File: config.mk
export PLATFORM = sky130hd
export DESIGN_NAME = timer_responder
export DESIGN_NICKNAME = d
export VERILOG_FILES = /design/src/rtl/timer_responder.sv
export SDC_FILE = /design/constraint.sdc
export NUM_CORES = 1
export LEC_CHECK = 0
export ABC_AREA = 1
export CAP_MARGIN = 20
export CELL_PAD_IN_SITES_DETAIL_PLACEMENT = 1
export CELL_PAD_IN_SITES_GLOBAL_PLACEMENT = 1
export CORE_UTILIZATION = 40
export DETAILED_ROUTE_END_ITERATION = 6
export PLACE_DENSITY_LB_ADDON = 0.1
export RECOVER_POWER = 25
export SKIP_CTS_REPAIR_TIMING = 1
export SLEW_MARGIN = 10
export SYNTH_ARGS = -nofsm -noshare
export SYNTH_HDL_FRONTEND = slang
export SYNTH_SLANG_ARGS = --single-unit
export TNS_END_PERCENT = 5
File: constraint.sdc
create_clock -name clk -period 5.3 [get_ports clk]
set_input_delay 1.06 -clock clk [delete_from_list [all_inputs] [get_ports clk]]
set_output_delay 1.06 -clock clk [all_outputs]
set_load 0.005 [all_outputs]
File: src/rtl/timer_responder.sv
// timer_responder: memory-mapped countdown timer (CTRL/PRESET/COUNT) with irq; ports clk, reset (sync, active-low), addr, we, wdata, rdata, irq
module timer_responder #(
    parameter int WIDTH  = 32,
    parameter int CTRL_W = 4
) (
    input  logic             clk,
    input  logic             reset,
    input  logic [1:0]       addr,
    input  logic             we,
    input  logic [WIDTH-1:0] wdata,
    output logic [WIDTH-1:0] rdata,
    output logic             irq
);
    typedef enum logic [1:0] {IDLE, LOAD, CNT, INT} state_t;
    state_t            state;
    logic [CTRL_W-1:0] ctrl;
    logic [WIDTH-1:0]  preset, count;
    logic              flag, ctrl_wr;
    assign ctrl_wr = we && addr == 2'd0;
    assign irq     = flag & ctrl[3];
    always_comb begin
        rdata = addr == 2'd0 ? {{(WIDTH-CTRL_W){1'b0}}, ctrl} :
                addr == 2'd1 ? preset :
                addr == 2'd2 ? count : '0;
    end
    always_ff @(posedge clk) begin
        if (!reset) begin
            state  <= IDLE;
            ctrl   <= '0;
            preset <= '0;
            count  <= '0;
            flag   <= 1'b0;
        end else begin
            if (ctrl_wr) ctrl <= wdata[CTRL_W-1:0];
            if (we && addr == 2'd1) preset <= wdata;
            case (state)
                IDLE: if (ctrl[0]) state <= LOAD;
                LOAD: begin
                    count <= preset;
                    state <= CNT;
                end
                CNT: begin
                    if (!ctrl[0]) state <= IDLE;
                    else if (count > WIDTH'(1)) count <= count - WIDTH'(1);
                    else begin
                        count <= '0;
                        state <= INT;
                    end
                end
                INT: begin
                    if (ctrl[2:1] == 2'b01) state <= LOAD;
                    else begin
                        state <= IDLE;
                        if (!ctrl_wr) ctrl[0] <= 1'b0;
                    end
                end
                default: state <= IDLE;
            endcase
            flag <= ctrl_wr ? 1'b0 : state == INT ? 1'b1 : state == LOAD ? 1'b0 : flag;
        end
    end
endmodule

==> run metrics <==
Critical Path AT=3270 ps; Cell Count, Final, Fillers Out=~850; Cell variety after synth=28; Vias per Instance=5.31; pre-CTS setup slack=1000 ps; clk slew on worst S/H paths=~80 ps; GP Congestion=0.884; Switching Fraction=between 30% and 40%; Core Region=roughly 10000 sq um; Top Family by Delay on Critical Path=buffers and inverters; FP Rows=37; CP Cell Sequence=dlygate4sd3_1 > nor2_1 > inv_1 > o22ai_1 > clkdlybuf4s50_1; CP max-delay cell=dlygate4sd3_1; synth warn=0; Reg power frac=about 36%; Final Max Slew Viols=0; number of failing hold endpoints at the final stage=0; Clk pwr share=about 29%; status=finished, final reports clean; fin crit period=between 4000 and 5000 ps; fmax=231 MHz; Worst path depth=5; Seq cells post-synth=71; setup ws final=roughly 1000 ps; initial DRC count=~120; cell depth of the worst flop-to-flop path=8; Buffers & Inverters on Critical Path=3; dpl hpwl=between 9000 and 10000 um; clock buffer depth=2; final setup fails=0; first-pass GRT wire length=between 20000 and 25000 um; Cells after Synth=650; Tcrit/Tclk final=between 80% and 90%; largest net degree at the start of global routing=65; Pwr per Cell Area=312 nW/um^2; Hold Crit Depth=2; # nets final=~740; worst flop-to-flop path startpoint=state[1]; Starting Density=41.0%; commonest non-fill, non-tap cell in the layout=nand2_1; Int Power=roughly 1.0 mW; Layout area overhead=23.0%; GRT Util Overall=27.2%; count of boundary I/O pins=70; CP max FO=30; switching pwr=0.613 mW; CTS tree=done; buffers added on ports=69; worst setup path endpoint=rdata[5]; Slowest Stage Delay on Critical Path=approximately 600 ps; Max Cap Violations=0; die width=roughly 100 um; initial antenna violation count=0; H-tree depth=3; setup TNS=0 ps; post-synth top area cell=dfxtp_1; post-synth top area share=between 30% and 40%; CP Launch Type=primary input; VDD IR max=0.180 mV; RSZ-0062 raised after global routing=no; Finished Core Util=50.5%; Placed Cells=slightly above 800; die area=11000 sq um; worst-margin pin slew=roughly 1300 ps; Setup Skew=approximately 12 ps; post-synthesis sequential area ratio=around a third; # clock sinks=between 70 and 80; Root Buffer=clkbuf_8; Worst-Skew Late Latency=roughly 380 ps; Lkg Pwr=between 2 and 2.5 nW; Antenna Nets Post-Route=0; number of global-route vias before repair=about 4600; top cells by area, synth=dfxtp_1 34%, nand2_1 13%, a21oi_1 7.4%, inv_1 7.3%, o21ai_0 6.9%; Synth Cell Area=between 4000 and 5000 sq um; fillcell total=between 1000 and 1500; CP required=roughly 4200 ps; total CTS buffers=9; Setup crit start=addr[0]; worst reg2reg endpoint=count[12]; Worst setup EP type=primary output; ant diodes=0; critical path class=primary input to primary output; First-pass DRT Iterations=4; share of cells above drive strength 1=under 10%; via count=4491; max-slew headroom at the worst pin=about a tenth; Hold Crit Class=flop to flop; Avg Cell Area, Syn=around 6.5 sq um; FF-to-FF setup slack=2240 ps; most frequent cells in the layout=149 x nand2_1, 82 x inv_1, 71 x dfxtp_1, 67 x clkdlybuf4s50_1, 62 x a21oi_1; # DRC=0; total gr overflow=0; post-DR wirelength/cell=16.6 um; Post-Syn Nets=689; Comb pwr share=between 30 and 40%; die height=105 um; final wirelength=14000 um
[routing by layer]
layer,up-vias,track usage (%),share of wire [%],wire [um]
li1,2237,-,-,-
met1,2163,35.0,47,6610
met2,73,44.9,48,6710
met3,18,6.67,3.3,458
met4,0,8.45,1.9,261
met5,-,0,0,0
[layout make-up]
class | instances | area [sq um] | share of cell area, %
Sequential cell | 71 | 1420 | 27.4
Clock buffer | 13 | 169 | 3.26
Clock inverter | 3 | 40.0 | 0.772
Timing Repair Buffer | 72 | 717 | 13.8
Multi-Input combinational cell | 462 | 2330 | 45.0
Tap cell | 136 | 170 | 3.28
Inverter | 89 | 334 | 6.44
[metrics by stage]
stage | instance area (sq um) | hold WS (ps) | power (mW)
2_1_floorplan | 4220 | 442 | 0.981
6_report | 5180 | 477 | 1.62
3_3_place_gp | 4960 | 458 | 1.13
5_1_grt | 5180 | 495 | 1.72
4_1_cts | 5170 | 482 | 1.63
3_5_place_dp | 4960 | 467 | 1.15
[worst min path at each step]
stage                from         end  slack, ps
2_1_floorplan  preset[13]  preset[13]        440
3_3_place_gp   preset[21]   count[21]        460
3_5_place_dp    preset[5]   preset[5]        470
4_1_cts        preset[21]  preset[21]        480
5_1_grt        preset[16]  preset[16]        500
6_report       preset[16]   count[16]        480
[cell usage after synthesis]
master and n:
nand2_1 149, inv_1 82, dfxtp_1 71, a21oi_1 62
o21ai_0 58, nor2_1 57, o22ai_1 35, clkbuf_1 20
nand3_1 20, o21ai_1 15, nor2_2 11, xor2_1 10
nor2_4 9, inv_2 7, buf_2 6, nand2_2 6
nand3_2 6, nand4_1 6, o221ai_1 4, nor3_1 3
a21oi_2 2, a31oi_1 2, buf_6 2, ha_1 2
nor2_8 2, nand2_4 1, o21ai_2 1, o31ai_1 1
[registers in the layout (all words and copies together) (netlist names)]
name,flops
count,32
preset,32
ctrl,4
state,2
flag,1
[cell families after synthesis]
family	Yosys count	share of synthesized area (%)
fa+ha+maj	2	0.593
xor+xnor	10	2.08
buf+inv	117	10.9
compound gates	180	23.1
flops	71	33.7
simple gates	270	29.5
[power by group through the flow]
stage / sequential (mW) / clock, mW / combinational [mW]
6_report: 0.586 / 0.476 / 0.556
5_1_grt: 0.590 / 0.508 / 0.622
4_1_cts: 0.585 / 0.485 / 0.556
3_5_place_dp: 0.597 / 0 / 0.548
3_3_place_gp: 0.597 / 0 / 0.531
2_1_floorplan: 0.591 / 0 / 0.390
[worst register-to-register path, stage by stage (launching register included)]
cell and delay [ps]:
dfxtp_1 390, inv_1 100, nor2_4 440, nand2_1 370, nand2_2 690, inv_2 430, nor2_1 400, nand2_1 120
nand2_1 80
Power figures use the tool's default switching activity.
==> edit 1: new RTL, same settings <==
Reset style: asynchronous (`reset`), changed in one clocked block.
--- a/src/rtl/timer_responder.sv
+++ b/src/rtl/timer_responder.sv
@@ -25,3 +25,3 @@
     end
-    always_ff @(posedge clk) begin
+    always_ff @(posedge clk or negedge reset) begin
         if (!reset) begin
Function: differs if reset is asserted again (counterexample within 4 cycles, from zero or initial values and one cycle with reset low); with reset held inactive, the same outputs for 4 cycles.
==> edit 1 against the original RTL <==
- the run now ends with capacitance limit, slew limit left
- first-iteration DRC count increased by 30%
- sequential cell count unchanged
- final cell count down 3.8%
- power is 55% higher
- final area is 4.1% higher
- maximum frequency up 5.9%
- synthesized area increased by 3.2%
- routed wire length shrank 5.8%
- highest routed layer unchanged
- worst setup slack improved by 0.24 ns
==> edit 1: results (changes against the original RTL) <==
stage;metric;value;unit;change
status;run status;finished, violations left;;
status;failing checks;capacitance limit, slew limit;;
place;DP Area;0.00516;mm2;+4.0%
synth;Synth Area in Adders;0.575;%;-0.018 points
synth;most frequent cells after synthesis;nand2_1, nor2_1, inv_1;;
synth;Compound-Gate Fraction of Synth Area;14.2;%;-9.0 points
place;port bufs;69;;unchanged
drt;max layer used;met4;;
pwr;maximum vdd ir drop;0.000236;V;+31%
drt;drt via density;5.14;;-3.2%
synth;Syn Nets;647;;-6.1%
clock_network;CTS H-tree depth;3;;unchanged
global_routing;Total GRT Usage;25.2;%;-2.0 points
global_routing;via count of the first global-routing pass;4471;;-3.3%
final_layout;Largest regs;count: 32 flops, preset: 32 flops, ctrl: 4 flops;;
global_routing;largest net degree at the start of global routing;72;;+11%
drt;antenna-violating nets left;0;;unchanged
clock_network;total CTS buffers;9;;unchanged
clock_network;clk_lat worst skew;0.36;ns;-0.02 ns
synth;Synth Area in XOR/XNOR;4.03;%;+1.9 points
drt;wire per inst;16.3;um;-2.1%
sta;Final Skew;0.00728;ns;-0.00497 ns
drt;drt pass-1 iters;4;;unchanged
sta;Slew headroom;-25.6;%;-36 points
final_layout;ratio of cells with drive above 1 in the final layout;7.67;%;-1.1 points
final_layout;nets;712;;-4.3%
place;DP HPWL;9540;um;-2.7%
place;Cells after DPL;798;;-3.6%
drt;Routed met2 length;6870;um;+2.3%
global_routing;initial antenna violation count;0;;unchanged
clock_network;Clock Path Buffers;2;;unchanged
drt;M1 wire length;5930;um;-10%
synth;Cells after Synth;608;;-6.5%
worst_setup_path;CP arrival;3.03;ns;-0.24 ns
clock_network;root buf cell;clkbuf_8;;
drt;Met3 Wirelength;240;um;-48%
synth;share of flip-flops with an asynchronous set or reset;100;%;+100 points
pwr;cell leakage power;2.57;nW;+22%
worst_setup_path;Worst Path Max Fanout;18;;-40%
final_layout;FILL cells;1357;;-2.3%
sta;Max Slew Vio Count;115;;+115
place;GPL Wtd Cong;0.858;;-3.0%
final_layout;ANT cells;0;;unchanged
min_path;min-delay worst type;reg2reg;;
final_layout;fin cells;814;;-3.8%
synth;sequential share of the synthesized area;40.8;%;+7.1 points
synth;number of distinct library cells after synthesis;32;;+14%
drt;Initial DRC Count;152;;+30%
global_routing;first-pass GRT wire length;22100;um;-5.3%
synth;Synth area leaders;dfrtp_1, nand2_1, nor2_1;;
job;max_cap viols;2;;+2
synth;most used flip-flop cell after synthesis;dfrtp_1;;
clock_network;Worst-path clk slew;0.08;ns;about the same
synth;Synth warnings;0;;unchanged
synth;mux contribution to synthesized area;2.33;%;+2.3 points
==> edit 1: layout make-up <==
type,count,area (um2),area share (%)
multi-input cells,430,2160,40.0
flip-flops and latches,71,1780,32.9
repair buffers,75,724,13.4
inverters,86,325,6.03
clock buffers,14,183,3.39
well taps,136,170,3.15
clock inverters,2,60.1,1.11
==> edit 1: routing by layer <==
layer	track usage (%)	vias up
met4	8.83	0
met1	30.5	2054
met2	45.4	43
li1	-	2069
met3	3.56	15
met5	0	-
==> edit 1: critical path: stages <==
cell and delay [ns]:
clkdlybuf4s50_1 0.51, nor2_1 0.07, inv_1 0.44, buf_4 0.34, o221ai_1 0.14, clkdlybuf4s50_1 0.46
==> edit 1: worst paths after layout <==
check                           startpoint         end  slack (ns)  depth (start not counted)
worst max-delay path               addr[0]    rdata[3]        1.21                          6
worst min-delay path             preset[2]   preset[2]        0.50                          2
worst max register to register    state[0]   count[21]        2.53                          7
worst min register to register   preset[2]   preset[2]        0.50                          2
max in group asynchronous            reset  preset[28]        2.88                          2
min in group asynchronous            reset  preset[25]        1.26                          2
==> edit 1: kinds of logic (layout without fill, tap and decap cells) <==
group                      Yosys count  after routing
muxes                                9              9
and+or+nand+nor                    290            290
buffers and inverters              107            177
xor gates and xnor gates            20             20
AOI/OAI and AO/OA                  109            109
adders and majority gates            2              2
DFF                                 71             71
==> edit 1: metrics by stage <==
step	hold slack [ns]	util [%]	setup WS, ns
6_report	0.499	51.8	1.21
5_1_grt	0.524	51.8	1.07
4_1_cts	0.501	51.9	1.20
3_5_place_dp	0.481	49.5	1.23
3_3_place_gp	0.469	49.5	1.27
2_1_floorplan	0.453	-	2.57
==> edit 1: report_power, final <==
group          leakage, nW  internal (W)  switching [W]  total [W]
registers            0.827      0.000716       0.000197   0.000913
logic                 1.62      0.000411       0.000653    0.00106
clock network        0.123      0.000317       0.000219   0.000536
==> edit 2: new RTL, same flow settings <==
Without the edit above. Change the parameter `WIDTH` from 32 to 40.
--- a/src/rtl/timer_responder.sv
+++ b/src/rtl/timer_responder.sv
@@ -2,3 +2,3 @@
 module timer_responder #(
-    parameter int WIDTH  = 32,
+    parameter int WIDTH  = 40,
     parameter int CTRL_W = 4
Interface: changed (resized rdata and wdata); port bits go from 70 to 86. No check against the original RTL was run, so the function may have changed too.
==> edit 2 against the original RTL <==
- the run now ends with capacitance limit, slew limit left
- sequential share of layout area shrank 0.27 points
- via count increased by 25%
- core utilization grew 0.39 points
- final area increased by 24%
- power is 36% higher
- synthesized cell count grew 27%
- synthesized area grew 23%
- clock power up 37%
- worst setup slack worse by 0.13 ns
- first-iteration DRC count increased to 2.7 times the old value
- sequential cell count rose by 16
- largest cell class unchanged
- final cell count up 26%
- largest power group is now combinational cells
- routed wire length is 28% higher
==> edit 2: results (changes against the original RTL) <==
stage;metric;value;unit;change
worst_setup_path;CP arrival;3.40;ns;+0.13 ns
synth;Syn Nets;870;;+26%
final_layout;ratio of cells with drive above 1 in the final layout;6.17;%;-2.6 points
drt;Initial DRC Count;314;;+170%
job;max_cap viols;1;;+1
synth;Synth warnings;0;;unchanged
place;port bufs;85;;+23%
clock_network;root buf cell;clkbuf_16;;
status;failing checks;capacitance limit, slew limit;;
clock_network;Worst-path clk slew;0.06;ns;-0.02 ns
synth;share of flip-flops with an asynchronous set or reset;0;%;unchanged
global_routing;met3 usage;3.45;%;-3.2 points
status;run status;finished, violations left;;
clock_network;clk_lat worst skew;0.35;ns;-0.03 ns
global_routing;global-route met1 utilization;35.1;%;+0.16 points
synth;sequential share of the synthesized area;33.6;%;-0.14 points
place;GPL Wtd Cong;0.880;;-0.51%
synth;most used flip-flop cell after synthesis;dfxtp_1;;
drt;wirelength, routed;18000;um;+28%
clock_network;total CTS buffers;9;;unchanged
pwr;maximum vdd ir drop;0.000167;V;-7.1%
global_routing;first-pass GRT wire length;28800;um;+23%
final_layout;nets;935;;+26%
sta;Max Slew Vio Count;64;;+64
synth;most frequent cells after synthesis;nand2_1, inv_1, dfxtp_1;;
global_routing;largest net degree at the start of global routing;64;;-1.5%
place;DP HPWL;13100;um;+34%
min_path;min-delay worst type;reg2reg;;
worst_setup_path;largest stage delay on the critical path;0.62;ns;+0.03 ns
final_layout;Largest regs;count: 40 flops, preset: 40 flops, ctrl: 4 flops;;
clock_network;Clock Path Buffers;2;;unchanged
global_routing;Total GRT Usage;27.9;%;+0.69 points
global_routing;initial antenna violation count;0;;unchanged
synth;number of distinct library cells after synthesis;33;;+18%
worst_setup_path;cell family with most CP delay;buffers and inverters;;
drt;drt pass-1 iters;5;;+1
final_layout;FILL cells;1723;;+24%
final_layout;ANT cells;0;;unchanged
synth;Synth area leaders;dfxtp_1, nand2_1, o21ai_0;;
worst_setup_path;Worst Path Max Fanout;23;;-23%
global_routing;M2 GR Usage;49.1;%;+4.1 points
sta;Slew headroom;-73.4;%;-84 points
sta;Final Skew;0.0102;ns;-0.00205 ns
clock_network;CTS H-tree depth;3;;unchanged
global_routing;via count of the first global-routing pass;5675;;+23%
drt;Vias;5599;;+25%
worst_setup_path;CP max stage cell;inv_1;;
pwr;cell leakage power;2.65;nW;+25%
-- edit 2: logic make-up after synthesis --
| family | synth area share [%] |
|---|---|
| xor gates and xnor gates | 1.86 |
| AOI/OAI and AO/OA | 23.1 |
| DFF | 33.6 |
| adders and majority gates | 0.482 |
| and+or+nand+nor | 29.5 |
| buffers and inverters | 11.4 |
-- edit 2: worst min-delay path: cells and delay by family, from the launching register on --
kind / cells / cell delay [ns]
flip-flops: 1 / 0.31
buffers and inverters: 1 / 0.06
AO/OA/AOI/OAI: 1 / 0.06
-- edit 2: cell type report --
class | count | area share, %
well taps | 172 | 3.35
multi-input cells | 588 | 44.5
clock buffers | 10 | 3.72
clock inverters | 5 | 0.917
repair buffers | 91 | 13.8
flip-flops and latches | 87 | 27.1
inverters | 111 | 6.49
-- edit 2: where the power goes --
| group | internal (W) | switching, W |
|---|---|---|
| Clock | 0.000376 | 0.000277 |
| Combinational | 0.000268 | 0.000553 |
| Sequential | 0.000690 | 0.0000329 |
-- edit 2: through the flow --
step                area [um2]  std cells  setup WS, ns
finish                    6420       1064         0.843
global route              6420       1064         0.755
CTS                       6420       1064         0.935
detailed placement        6120       1049         0.941
global placement          6120       1049          1.08
floorplan                 5190        823          2.32
-- edit 2: worst paths after layout --
check	startpoint	slack, ns	end	cells past startpoint
worst max register to register	state[1]	1.62	count[5]	10
worst min register to register	preset[38]	0.47	preset[38]	2
worst min-delay path	preset[38]	0.47	preset[38]	2
worst max-delay path	addr[0]	0.84	rdata[15]	7
-- edit 2: layer usage --
metal | share of wire (%) | up-vias
met5 | 0 | -
met4 | 1.5 | 0
met3 | 3.4 | 21
met2 | 49 | 123
met1 | 46 | 2665
li1 | - | 2790
